$ cat config.mk
export PLATFORM = sky130hd
export DESIGN_NAME = spi_slave_regs
export DESIGN_NICKNAME = d
export VERILOG_FILES = /design/src/rtl/spi_slave_regs.sv
export SDC_FILE = /design/constraint.sdc
export NUM_CORES = 1
export LEC_CHECK = 0
export CORE_ASPECT_RATIO = 0.5
export CORE_MARGIN = 5
export CORE_UTILIZATION = 56
export DETAILED_ROUTE_END_ITERATION = 8
export PLACE_DENSITY = 0.75
export SYNTH_ARGS = -nofsm -noshare
export SYNTH_HDL_FRONTEND = slang
export SYNTH_SLANG_ARGS = --single-unit
$ cat constraint.sdc
create_clock -name SYS_CLK_80M -period 3.15 [get_ports SYS_CLK_80M]
set_input_delay 0.7875 -clock SYS_CLK_80M [delete_from_list [all_inputs] [get_ports SYS_CLK_80M]]
set_output_delay 0.7875 -clock SYS_CLK_80M [all_outputs]
set_load 0.1 [all_outputs]
$ cat src/rtl/spi_slave_regs.sv
// spi_slave_regs
//   SPI mode-0 slave exposing NREGS 8-bit read/write registers plus one
//   read-only status byte at address 0x7F. All logic runs on SYS_CLK_80M.
//   The SPI pins are oversampled through synchronizers, and SCK edges are
//   detected on the synchronized samples.
//
//   Frame: byte 0 = {rw, addr[6:0]} (rw=1 read), byte 1 = data.
//
// Parameters
//   NREGS        number of read/write registers (2..127)
//   SYNC_STAGES  synchronizer depth on spi_ss_n / spi_sck / spi_mosi (2..3)
//
// Build option
//   SPI_SLAVE_AUTO_INC_EN  when defined, the data phase continues as a burst.
//                          The address increments after each byte and wraps
//                          from 0x7E to 0x00. When undefined, each frame
//                          carries a single data byte, and extra bytes are
//                          clocked in and discarded.
//
// Ports
//   SYS_CLK_80M     system clock, rising edge
//   Peripheral_rst  synchronous active-high reset
//   spi_ss_n        slave select, active low
//   spi_sck         SPI clock (CPOL=0, CPHA=0), at most SYS_CLK_80M/8
//   spi_mosi        master-out data, MSB first
//   spi_miso        slave-out data, MSB first (0 outside the read data phase)
//   spi_miso_oe     tristate enable, high while synchronized ss_n is low
//   status_in       value returned for reads of address 0x7F
//   ctrl_out        contents of register 0
//   reg_wr_stb      one-cycle pulse per committed register write
//   reg_wr_addr     address of the last committed write (held between pulses)
//   reg_wr_data     data of the last committed write (held between pulses)
//   dbg_state       current FSM state (0=IDLE 1=CMD 2=DATA 3=DONE)
//
// Write notification: reg_wr_stb is a single-cycle qualifier with no
// back-pressure. reg_wr_addr/reg_wr_data are valid in the same cycle the
// strobe is high, and they stay stable until the next strobe.

module spi_slave_regs #(
  parameter int NREGS       = 16,
  parameter int SYNC_STAGES = 2
) (
  input  logic       SYS_CLK_80M,
  input  logic       Peripheral_rst,
  input  logic       spi_ss_n,
  input  logic       spi_sck,
  input  logic       spi_mosi,
  output logic       spi_miso,
  output logic       spi_miso_oe,
  input  logic [7:0] status_in,
  output logic [7:0] ctrl_out,
  output logic       reg_wr_stb,
  output logic [6:0] reg_wr_addr,
  output logic [7:0] reg_wr_data,
  output logic [1:0] dbg_state
);

  typedef enum logic [1:0] {
    IDLE = 2'd0,
    CMD  = 2'd1,
    DATA = 2'd2,
    DONE = 2'd3
  } state_t;

  localparam int         AW      = $clog2(NREGS);
  localparam logic [7:0] NREGS_B = 8'(NREGS);
  localparam logic [6:0] STATUS_ADDR = 7'h7F;

  // Synchronizers and edge detection
  logic [SYNC_STAGES-1:0] ss_sync;
  logic [SYNC_STAGES-1:0] sck_sync;
  logic [SYNC_STAGES-1:0] mosi_sync;
  logic                   ss_s, sck_s, mosi_s;
  logic                   ss_d, sck_d;
  // Counts the cycles after reset until the synchronizer chain holds real
  // pin samples. A slave select that was already low across reset must not
  // look like a fresh falling edge.
  logic [2:0]             flush_cnt;
  logic                   sync_ok;

  logic                   ss_fall, sck_rise, sck_fall;

  // FSM and datapath
  state_t                 state, state_next;
  logic [2:0]             bit_cnt;
  logic [7:0]             shift_in;
  logic [7:0]             rx_byte;
  logic                   byte_done;
  logic                   cmd_rw;
  logic [6:0]             addr;
  logic [6:0]             addr_next;
  logic [6:0]             rd_addr;
  logic [7:0]             rd_data;
  logic [7:0]             tx_shift;
  logic                   miso_q;
  logic                   addr_in_range;

  logic [7:0]             regs [NREGS];

  assign ss_s   = ss_sync[SYNC_STAGES-1];
  assign sck_s  = sck_sync[SYNC_STAGES-1];
  assign mosi_s = mosi_sync[SYNC_STAGES-1];

  assign sync_ok  = flush_cnt[2];
  assign ss_fall  = sync_ok & ss_d & ~ss_s;
  // SCK edges only count while the slave is selected.
  assign sck_rise = ~ss_s & sck_s & ~sck_d;
  assign sck_fall = ~ss_s & ~sck_s & sck_d;

  // The byte completes on the rise that samples its last bit, so include
  // the current MOSI sample.
  assign rx_byte   = {shift_in[6:0], mosi_s};
  assign byte_done = sck_rise && (bit_cnt == 3'd7) && (state != IDLE);

  // The burst address sequence skips 0x7F, which is the read-only status.
  assign addr_next     = (addr >= 7'h7E) ? 7'h00 : addr + 7'd1;
  assign addr_in_range = ({1'b0, addr} < NREGS_B);

  // Read-data source. In CMD the address comes straight off the wire. In
  // DATA it is the next burst address, preloaded on the last rise.
  always_comb begin
    rd_addr = (state == CMD) ? rx_byte[6:0] : addr_next;
    rd_data = 8'h00;
    if ({1'b0, rd_addr} < NREGS_B) begin
      rd_data = regs[rd_addr[AW-1:0]];
    end else if (rd_addr == STATUS_ADDR) begin
      rd_data = status_in;
    end
  end

  // Next-state logic
  always_comb begin
    state_next = state;
    if (ss_s) begin
      state_next = IDLE;
    end else begin
      case (state)
        IDLE: if (ss_fall) state_next = CMD;
        CMD:  if (byte_done) state_next = DATA;
`ifdef SPI_SLAVE_AUTO_INC_EN
        DATA: state_next = DATA;
`else
        DATA: if (byte_done) state_next = DONE;
`endif
        DONE: state_next = DONE;
        default: state_next = IDLE;
      endcase
    end
  end

  // State register
  always_ff @(posedge SYS_CLK_80M) begin
    if (Peripheral_rst) begin
      state <= IDLE;
    end else begin
      state <= state_next;
    end
  end

  // Synchronizers, bit counter, shifters and the register file
  always_ff @(posedge SYS_CLK_80M) begin
    if (Peripheral_rst) begin
      ss_sync     <= '1;
      sck_sync    <= '0;
      mosi_sync   <= '0;
      ss_d        <= 1'b1;
      sck_d       <= 1'b0;
      flush_cnt   <= 3'd0;
      bit_cnt     <= 3'd0;
      shift_in    <= 8'h00;
      cmd_rw      <= 1'b0;
      addr        <= 7'h00;
      tx_shift    <= 8'h00;
      miso_q      <= 1'b0;
      reg_wr_stb  <= 1'b0;
      reg_wr_addr <= 7'h00;
      reg_wr_data <= 8'h00;
      for (int i = 0; i < NREGS; i++) begin
        regs[i] <= 8'h00;
      end
    end else begin
      ss_sync   <= {ss_sync[SYNC_STAGES-2:0], spi_ss_n};
      sck_sync  <= {sck_sync[SYNC_STAGES-2:0], spi_sck};
      mosi_sync <= {mosi_sync[SYNC_STAGES-2:0], spi_mosi};
      ss_d      <= ss_s;
      sck_d     <= sck_s;
      if (!flush_cnt[2]) begin
        flush_cnt <= flush_cnt + 3'd1;
      end

      reg_wr_stb <= 1'b0;

      // Leaving the frame, or never having entered it, drops any partial byte.
      if (ss_s || state == IDLE) begin
        bit_cnt <= 3'd0;
      end else if (sck_rise) begin
        bit_cnt  <= bit_cnt + 3'd1;
        shift_in <= rx_byte;
      end

      if (ss_s || state == IDLE) begin
        miso_q <= 1'b0;
      end else if (state == CMD && byte_done) begin
        cmd_rw <= rx_byte[7];
        addr   <= rx_byte[6:0];
        if (rx_byte[7]) begin
          // The MSB goes out right away, so the master sees it on the first
          // data rise.
          miso_q   <= rd_data[7];
          tx_shift <= {rd_data[6:0], 1'b0};
        end else begin
          miso_q <= 1'b0;
        end
      end else if (state == DATA && byte_done) begin
        if (!cmd_rw && addr_in_range) begin
          regs[addr[AW-1:0]] <= rx_byte;
          reg_wr_stb         <= 1'b1;
          reg_wr_addr        <= addr;
          reg_wr_data        <= rx_byte;
        end
`ifdef SPI_SLAVE_AUTO_INC_EN
        addr <= addr_next;
        if (cmd_rw) begin
          miso_q   <= rd_data[7];
          tx_shift <= {rd_data[6:0], 1'b0};
        end else begin
          miso_q <= 1'b0;
        end
`else
        miso_q <= 1'b0;
`endif
      end else if (state == DATA && cmd_rw && sck_fall && bit_cnt != 3'd0) begin
        // bit_cnt == 0 marks the fall just after the MSB was preloaded. That
        // bit must stay on the line until the next rise samples it.
        miso_q   <= tx_shift[7];
        tx_shift <= {tx_shift[6:0], 1'b0};
      end
    end
  end

  assign spi_miso    = miso_q;
  assign spi_miso_oe = ~ss_s;
  assign ctrl_out    = regs[0];
  assign dbg_state   = state;

endmodule

==> results of run 1 <==
==> layout by cell type (no fill, tap or decap), types with 5 or more instances in the layout <==
master / netlist / final
ha_1: 8 / 8
inv_1: 7 / 7
mux2i_1: 31 / 31
clkdlybuf4s50_1: 0 / 11
and2_1: 136 / 136
a31oi_1: 11 / 11
o21ai_0: 24 / 24
and3_1: 27 / 27
nand2_1: 45 / 45
dfxtp_1: 55 / 54
edfxtp_1: 128 / 128
o22ai_1: 6 / 6
nor3_2: 5 / 5
buf_4: 6 / 79
clkbuf_16: 0 / 17
a2111oi_0: 27 / 23
nor4_1: 13 / 13
or2_2: 20 / 20
nor2b_1: 8 / 8
nand3_1: 32 / 32
a21oi_1: 20 / 20
nor2_1: 56 / 56
a211oi_1: 6 / 6
==> worst paths after layout <==
path / endpoint / slack (ns) / cells after the start
max reg2reg: tx_shift[6] / 0.11 / 11
min reg2reg: ss_sync[1] / 0.41 / 1
min: ss_sync[1] / 0.41 / 1
max: tx_shift[6] / 0.11 / 11
==> cell usage after synthesis (all sizes together) (2+ instances only) <==
cell type / instances / area [sq um]
nor4b: 2 / 17.52
inv: 7 / 26.28
a21o: 2 / 15.01
nor4bb: 6 / 60.06
nor4: 13 / 81.33
o21ai: 26 / 145.2
a31oi: 11 / 68.82
o21a: 2 / 15.01
o22ai: 6 / 37.54
a31o: 4 / 35.04
nand2b: 4 / 32.53
nand2: 46 / 175.2
xor2: 4 / 35.03
nor2b: 8 / 50.05
a222oi: 2 / 20.02
edfxtp: 128 / 3844
a211o: 2 / 17.52
nand3: 32 / 160.2
and3: 27 / 168.9
or2: 20 / 125.1
nor3: 8 / 65.06
mux2i: 31 / 310.3
ha: 8 / 100.1
a2111oi: 27 / 236.5
dfxtp: 55 / 1101
or3: 4 / 30.03
o211a: 4 / 47.55
nand4: 3 / 33.78
buf: 21 / 123.9
clkbuf: 36 / 136.4
a211oi: 6 / 45.04
a21oi: 22 / 117.6
a221oi: 2 / 17.52
nor2: 58 / 232.7
and2: 136 / 850.8
o211ai: 2 / 28.78
o21bai: 2 / 15.01
==> metal layers <==
| layer | global-route usage [%] | routed length, um |
|---|---|---|
| met1 | 39.15 | 10920 |
| met2 | 39.21 | 10660 |
| met3 | 5.662 | 2727 |
| met4 | 9.710 | 701 |
| met5 | 0 | 0 |
==> power groups by stage <==
stage | combinational, mW | clock [mW] | sequential (mW)
6_report | 0.171 | 2.31 | 2.66
5_1_grt | 0.184 | 2.42 | 2.66
4_1_cts | 0.168 | 2.31 | 2.66
3_5_place_dp | 0.167 | 0 | 2.71
3_3_place_gp | 0.162 | 0 | 2.71
2_1_floorplan | 0.0883 | 0 | 2.72
==> cells by family after synthesis <==
group | Yosys count | synth area share, %
adders and majority gates | 8 | 1.143
AOI/OAI and AO/OA | 128 | 10.80
and+or+nand+nor | 372 | 24.28
DFF | 183 | 56.47
muxes | 31 | 3.543
buffers and inverters | 64 | 3.272
xor gates and xnor gates | 5 | 0.5000
==> what timing repair did <==
action                     CTS  global route
buffers inserted             0             7
gates resized for setup      1            13
cloned                       0             2
pin swaps                    0             3
setup endpoints to repair    6             8
==> sequential cells by signal, summed over array words and instances (netlist names), 2 cells and up <==
| name | flops |
|---|---|
| addr | 7 |
| bit_cnt | 3 |
| dbg_state | 2 |
| flush_cnt | 3 |
| mosi_sync | 2 |
| reg_wr_addr | 7 |
| reg_wr_data | 8 |
| regs | 128 |
| sck_sync | 2 |
| shift_in | 7 |
| ss_sync | 2 |
| tx_shift | 7 |
==> layout make-up <==
class | instances | area [sq um] | share of cell area [%]
inverter | 7 | 26.28 | 0.2579
clock inverter | 15 | 201.4 | 1.977
sequential | 183 | 4946 | 48.54
multi-input combinational | 546 | 3595 | 35.28
timing repair buffer | 93 | 739.5 | 7.258
clock buffer | 17 | 425.4 | 4.175
tap | 204 | 255.2 | 2.505
==> through the flow <==
step	hold WS [ns]	total power, mW	util [%]	cell area (sq um)	std cells
global placement	0.4019	2.872	61.29	9423	1024
global route	0.4271	5.269	66.27	10190	1065
CTS	0.4157	5.132	65.40	10050	1056
finish	0.4132	5.137	66.27	10190	1065
floorplan	0.3895	2.807	-	8757	791
detailed placement	0.3979	2.878	61.29	9423	1024
==> worst max-delay path: cells and delay by family (launching register included) <==
family | cells | cell delay (ns)
buffers and inverters | 3 | 0.54
adders and majority gates | 1 | 0.31
and+or+nand+nor | 2 | 0.26
AOI/OAI and AO/OA | 5 | 1.28
DFF | 1 | 0.52
==> reports/summary.json, run 1 <==
{
  "top_level_ports": 41,
  "fin_worst_skew_ns": 0.01319,
  "setup.worst_path.end_class": "flop",
  "postSynth.topFlopCell": "edfxtp_1",
  "cts.hold.buffers_added": 0,
  "grt_start_max_net_pins": 39,
  "first_global_vias": 6439,
  "route.antenna.remaining_nets": 0,
  "final_nets": 869,
  "layout-drive-gt1-share_pct": 18.58,
  "crit_top_cell": "buf_4",
  "maxSlewHeadroom_pct": 48.00,
  "number_of_antenna_violations_at_the_first_check_in_global_routing": 0,
  "final_min_period_over_clock_period_pct": 96.43,
  "clock_latency_reported_for_the_late_side_of_the_worst_skew_pair_ns": 0.44,
  "route.detailed.drc": 0,
  "max_slew.worst_pin.slew_ns": 0.7784,
  "hold_path_class": "reg -> reg",
  "required_ns": 3.47,
  "tritoncts": "done",
  "filler_cell_count": 1158,
  "cellLeakagePower_nw": 3.963,
  "power-per-cell-area_mw_per_mm2": 504.2,
  "clock_path_buffers": 2,
  "count_of_cell_types_in_the_netlist": 67,
  "critPathLaunch": "addr[1]",
  "synth-warning-count": 0,
  "share_clk_of_total_power_pct": 44.9,
  "timing.max_cap.violations": 0,
  "run_status": "finished, final reports clean",
  "groute.usage.overall_pct": 26.60,
  "yosys_register_bits": 183,
  "irDropWorstVdd_v": 0.0003828,
  "post-dp-hpwl_um": 16480,
  "fp.dieW_um": 186.9,
  "synthToLayoutAreaGrowth_pct": 16.34,
  "gp_congestion": 0.9804,
  "cts.reportedPaths.clkPinSlew_ns": 0.07,
  "worst-endpoint-arrival_ns": 3.36,
  "post_synth_inst_count": 791,
  "synth_fp_nets": 812,
  "crit_chain": "ha_1 -> o21ai_4 -> buf_4 -> o211ai_1 -> nand2_1 -> buf_6 -> buf_4 -> a2111oi_1 -> nor4bb_2 -> a21oi_1 -> a211oi_1",
  "initial_utilization_pct": 56.96,
  "edff_count_synth": 128,
  "initialDrtViolationCount": 1053,
  "mappedNetlistArea_sq_mm": 0.008757,
  "die_area_sq_mm": 0.01839,
  "path_class": "reg -> reg",
  "wl_um": 25010,
  "timing.fmax_mhz": 329.2,
  "count_of_clock_tree_sinks": 183,
  "share_comb_of_total_power_pct": 3.3,
  "grt_pass1_wl_um": 37230,
  "clockRootBuffer": "clkbuf_16",
  "drt_pre_antenna_iters": 5,
  "dr_total_vias": 6803,
  "async_sr_flop_fraction_pct": 0,
  "syn_area_per_cell_sq_um": 11.07,
  "antenna_cells_inserted": 0,
  "number_of_hold_violations_in_the_final_report": 0,
  "worst_min_delay_path_startpoint": "ss_sync[0]",
  "crit_path_max_fanout": 14,
  "cts_buffers": 17,
  "switching_share_pct": 21.78,
  "ys_seq_area_share_pct": 56.47,
  "crit-reg2reg-launch": "addr[1]",
  "fin_crit_ns": 3.038,
  "critical_path.slowest_cell": "a2111oi_1",
  "slew_viol_final": 0,
  "grt_remaining_overflow": 0,
  "final_setup_slack_of_the_worst_path_ns": 0.1123,
  "seq_power_share_pct": 51.8,
  "pre_cts_ws_ns": -0.02038,
  "setup.worst_path.start_class": "flop",
  "setup-violations-final": 0,
  "count_of_buffers_inserted_at_the_top_level_ports": 40,
  "switching_power_mw": 1.119,
  "vias_cell": 6.388,
  "power.internal_mw": 4.018,
  "finalSetupTns_ns": 0,
  "placement_rows": 32,
  "die_y_um": 98.43,
  "fp.coreArea_sq_mm": 0.01537,
  "largest_stage_delay_on_the_critical_path_ns": 0.61,
  "wire_per_inst_um": 23.48,
  "htree_levels": 4
}
No activity file was read; power rests on OpenSTA's default activity.
==> inputs of run 2 (changes only) <==
CORE_MARGIN = 10   (was 5)
REMOVE_ABC_BUFFERS = 1   (was default)
==> run 2 against run 1 <==
Compared with the run above: global-route usage shrank 3.4 points; sequential share of layout area grew 0.35 points; critical path type unchanged; clock-buffer cell count grew 1.
==> reports/summary.json, run 2 (same netlist as run 1, synthesis figures left out) <==
{
  "reg2reg_depth": 10,
  "hold_end": "ss_sync[1]",
  "run_status": "finished, final reports clean",
  "final_nets": 869,
  "groute.usage.overall_pct": 23.18,
  "setup_repair_after_global_routing_missed_its_margin": "no",
  "irDropWorstVdd_v": 0.0004630,
  "route.detailed.drc": 0,
  "die_area_sq_mm": 0.02134,
  "initial_utilization_pct": 56.96,
  "synthToLayoutAreaGrowth_pct": 15.49,
  "placement_rows": 32,
  "initialDrtViolationCount": 925,
  "cts_buffers": 17,
  "grt_pass1_wl_um": 37350,
  "crit-reg2reg-launch": "addr[0]",
  "final_min_period_over_clock_period_pct": 98.02,
  "gp_congestion": 1.042,
  "commonest_cells_after_routing_fill_and_taps_aside": "136 x and2_1, 128 x edfxtp_1, 81 x buf_4",
  "fin_crit_ns": 3.088,
  "count_of_clock_tree_sinks": 183,
  "timing.max_cap.violations": 0,
  "first_global_vias": 6374,
  "largest_register": "regs",
  "htree_levels": 4,
  "crit-reg2reg-capture": "spi_miso",
  "seqCellArea_sq_mm": 0.004945,
  "grt_start_max_net_pins": 65,
  "max_slew.worst_pin.slew_ns": 0.7948,
  "whs_path_depth": 1,
  "count_of_buffers_inserted_at_the_top_level_ports": 40,
  "post_cts_resize_count": 0,
  "wire_per_inst_um": 22.93,
  "clockRootBuffer": "clkbuf_16",
  "largest_register_ffs": 128,
  "post-dp-hpwl_um": 16750,
  "worst-endpoint-arrival_ns": 3.39,
  "setup.worst_path.end_class": "flop",
  "route.antenna.remaining_nets": 0,
  "number_of_hold_violations_in_the_final_report": 0,
  "total_area_of_multi_input_combinational_cells_sq_mm": 0.003565,
  "slew_viol_final": 0,
  "tritoncts": "done",
  "design_power_total_mw": 4.891,
  "place.detailed.instances": 1033,
  "grt_remaining_overflow": 0,
  "hold_path_class": "reg -> reg",
  "critical_path.slowest_cell": "a2111oi_0",
  "crit_path_max_fanout": 18,
  "layout_top_registers": "regs x128, reg_wr_data x8",
  "fp.coreArea_sq_mm": 0.01537,
  "die_y_um": 108.4,
  "antenna_cells_inserted": 0,
  "timing.fmax_mhz": 323.9,
  "ff2ff_setup_slack_ns": 0.06,
  "postCtsSetupRepairBufs": 0,
  "cts.hold.buffers_added": 0,
  "maxSlewHeadroom_pct": 46.90,
  "crit_chain": "inv_1 -> ha_1 -> o21ai_2 -> o211ai_4 -> buf_4 -> and3_1 -> a2111oi_0 -> o41a_1 -> a2bb2oi_1 -> o41ai_2",
  "dr_total_vias": 6623,
  "setup-violations-final": 0,
  "fin_util_pct": 65.78,
  "largest_stage_delay_on_the_critical_path_ns": 0.67,
  "layoutNonFillerInstCount": 1065,
  "worst_min_delay_path_startpoint": "ss_sync[0]",
  "cellLeakagePower_nw": 3.930,
  "drt_pre_antenna_iters": 6,
  "clock_latency_reported_for_the_late_side_of_the_worst_skew_pair_ns": 0.43,
  "cts.reportedPaths.clkPinSlew_ns": 0.08,
  "fp.dieW_um": 196.9,
  "setup.worst_path.start_class": "flop",
  "mostFrequentLayoutCell": "and2_1",
  "vias_cell": 6.219,
  "required_ns": 3.45,
  "path_class": "reg -> reg",
  "clock_path_buffers": 2,
  "number_of_antenna_violations_at_the_first_check_in_global_routing": 1,
  "filler_cell_count": 1203,
  "top_level_ports": 41,
  "wl_um": 24420,
  "power-per-cell-area_mw_per_mm2": 483.6,
  "layout-drive-gt1-share_pct": 18.58,
  "fin_worst_skew_ns": 0.01352
}
==> run 2: changes by cell type in the layout (fill, tap and decap cells not counted), moves of 2 or more <==
cell       previous run  this run
clkinv_1              3         0
inv_6                 1         5
bufinv_16             4         0
buf_4                79        81
nor4bb_2              2         0
nor4bb_1              4         6
==> run 2: area by class of cell <==
| type | instances | area share, % |
|---|---|---|
| multi-input combinational | 544 | 35.25 |
| tap | 204 | 2.524 |
| clock buffer | 18 | 4.243 |
| sequential | 183 | 48.89 |
| clock inverter | 14 | 1.287 |
| timing repair buffer | 95 | 7.547 |
| inverter | 7 | 0.2598 |
==> run 2: power by group <==
part / total (mW) / internal (mW) / switching, mW
Clock: 2.06 / 1.05 / 1.01
Combinational: 0.174 / 0.0562 / 0.118
Sequential: 2.66 / 2.63 / 0.0330
==> run 2: critical path, delay by kind of cell, from the launching register on <==
| kind | cells | cell delay, ns |
|---|---|---|
| buffers and inverters | 2 | 0.39 |
| flip-flops | 1 | 0.44 |
| AO/OA/AOI/OAI | 6 | 1.72 |
| adder cells (fa/ha/maj) | 1 | 0.24 |
| AND/OR/NAND/NOR | 1 | 0.18 |
==> run 2: routing by layer <==
metal  part of all wire [%]  global-route usage [%]  vias up
li1                       -                       -     3003
met1                     44                   32.70     3234
met2                     43                   33.91      347
met3                     11                   6.729       39
met4                    1.9                   6.979        0
met5                      0                       0        -
==> run 2: how the worst max path moves through the flow <==
stage                    end  cells after the start          from
finish              spi_miso                     10       addr[0]
global route        spi_miso                     11       addr[0]
CTS                 spi_miso                      9       addr[0]
detailed placement  spi_miso                      9       addr[0]
global placement    spi_miso                      9       addr[0]
floorplan           spi_miso                      7  dbg_state[0]
==> run 2: metrics by stage <==
step / instance area [sq um] / hold WS [ns] / setup TNS [ns] / worst slack, ns
2_1_floorplan: 8497 / 0.3895 / -3.668 / -0.6092
6_report: 10110 / 0.4325 / 0 / 0.06235
3_3_place_gp: 9515 / 0.3975 / 0 / 0.2055
5_1_grt: 10110 / 0.4441 / 0 / 0.01440
4_1_cts: 10070 / 0.4353 / 0 / 0.1022
3_5_place_dp: 9515 / 0.4142 / 0 / 0.1460
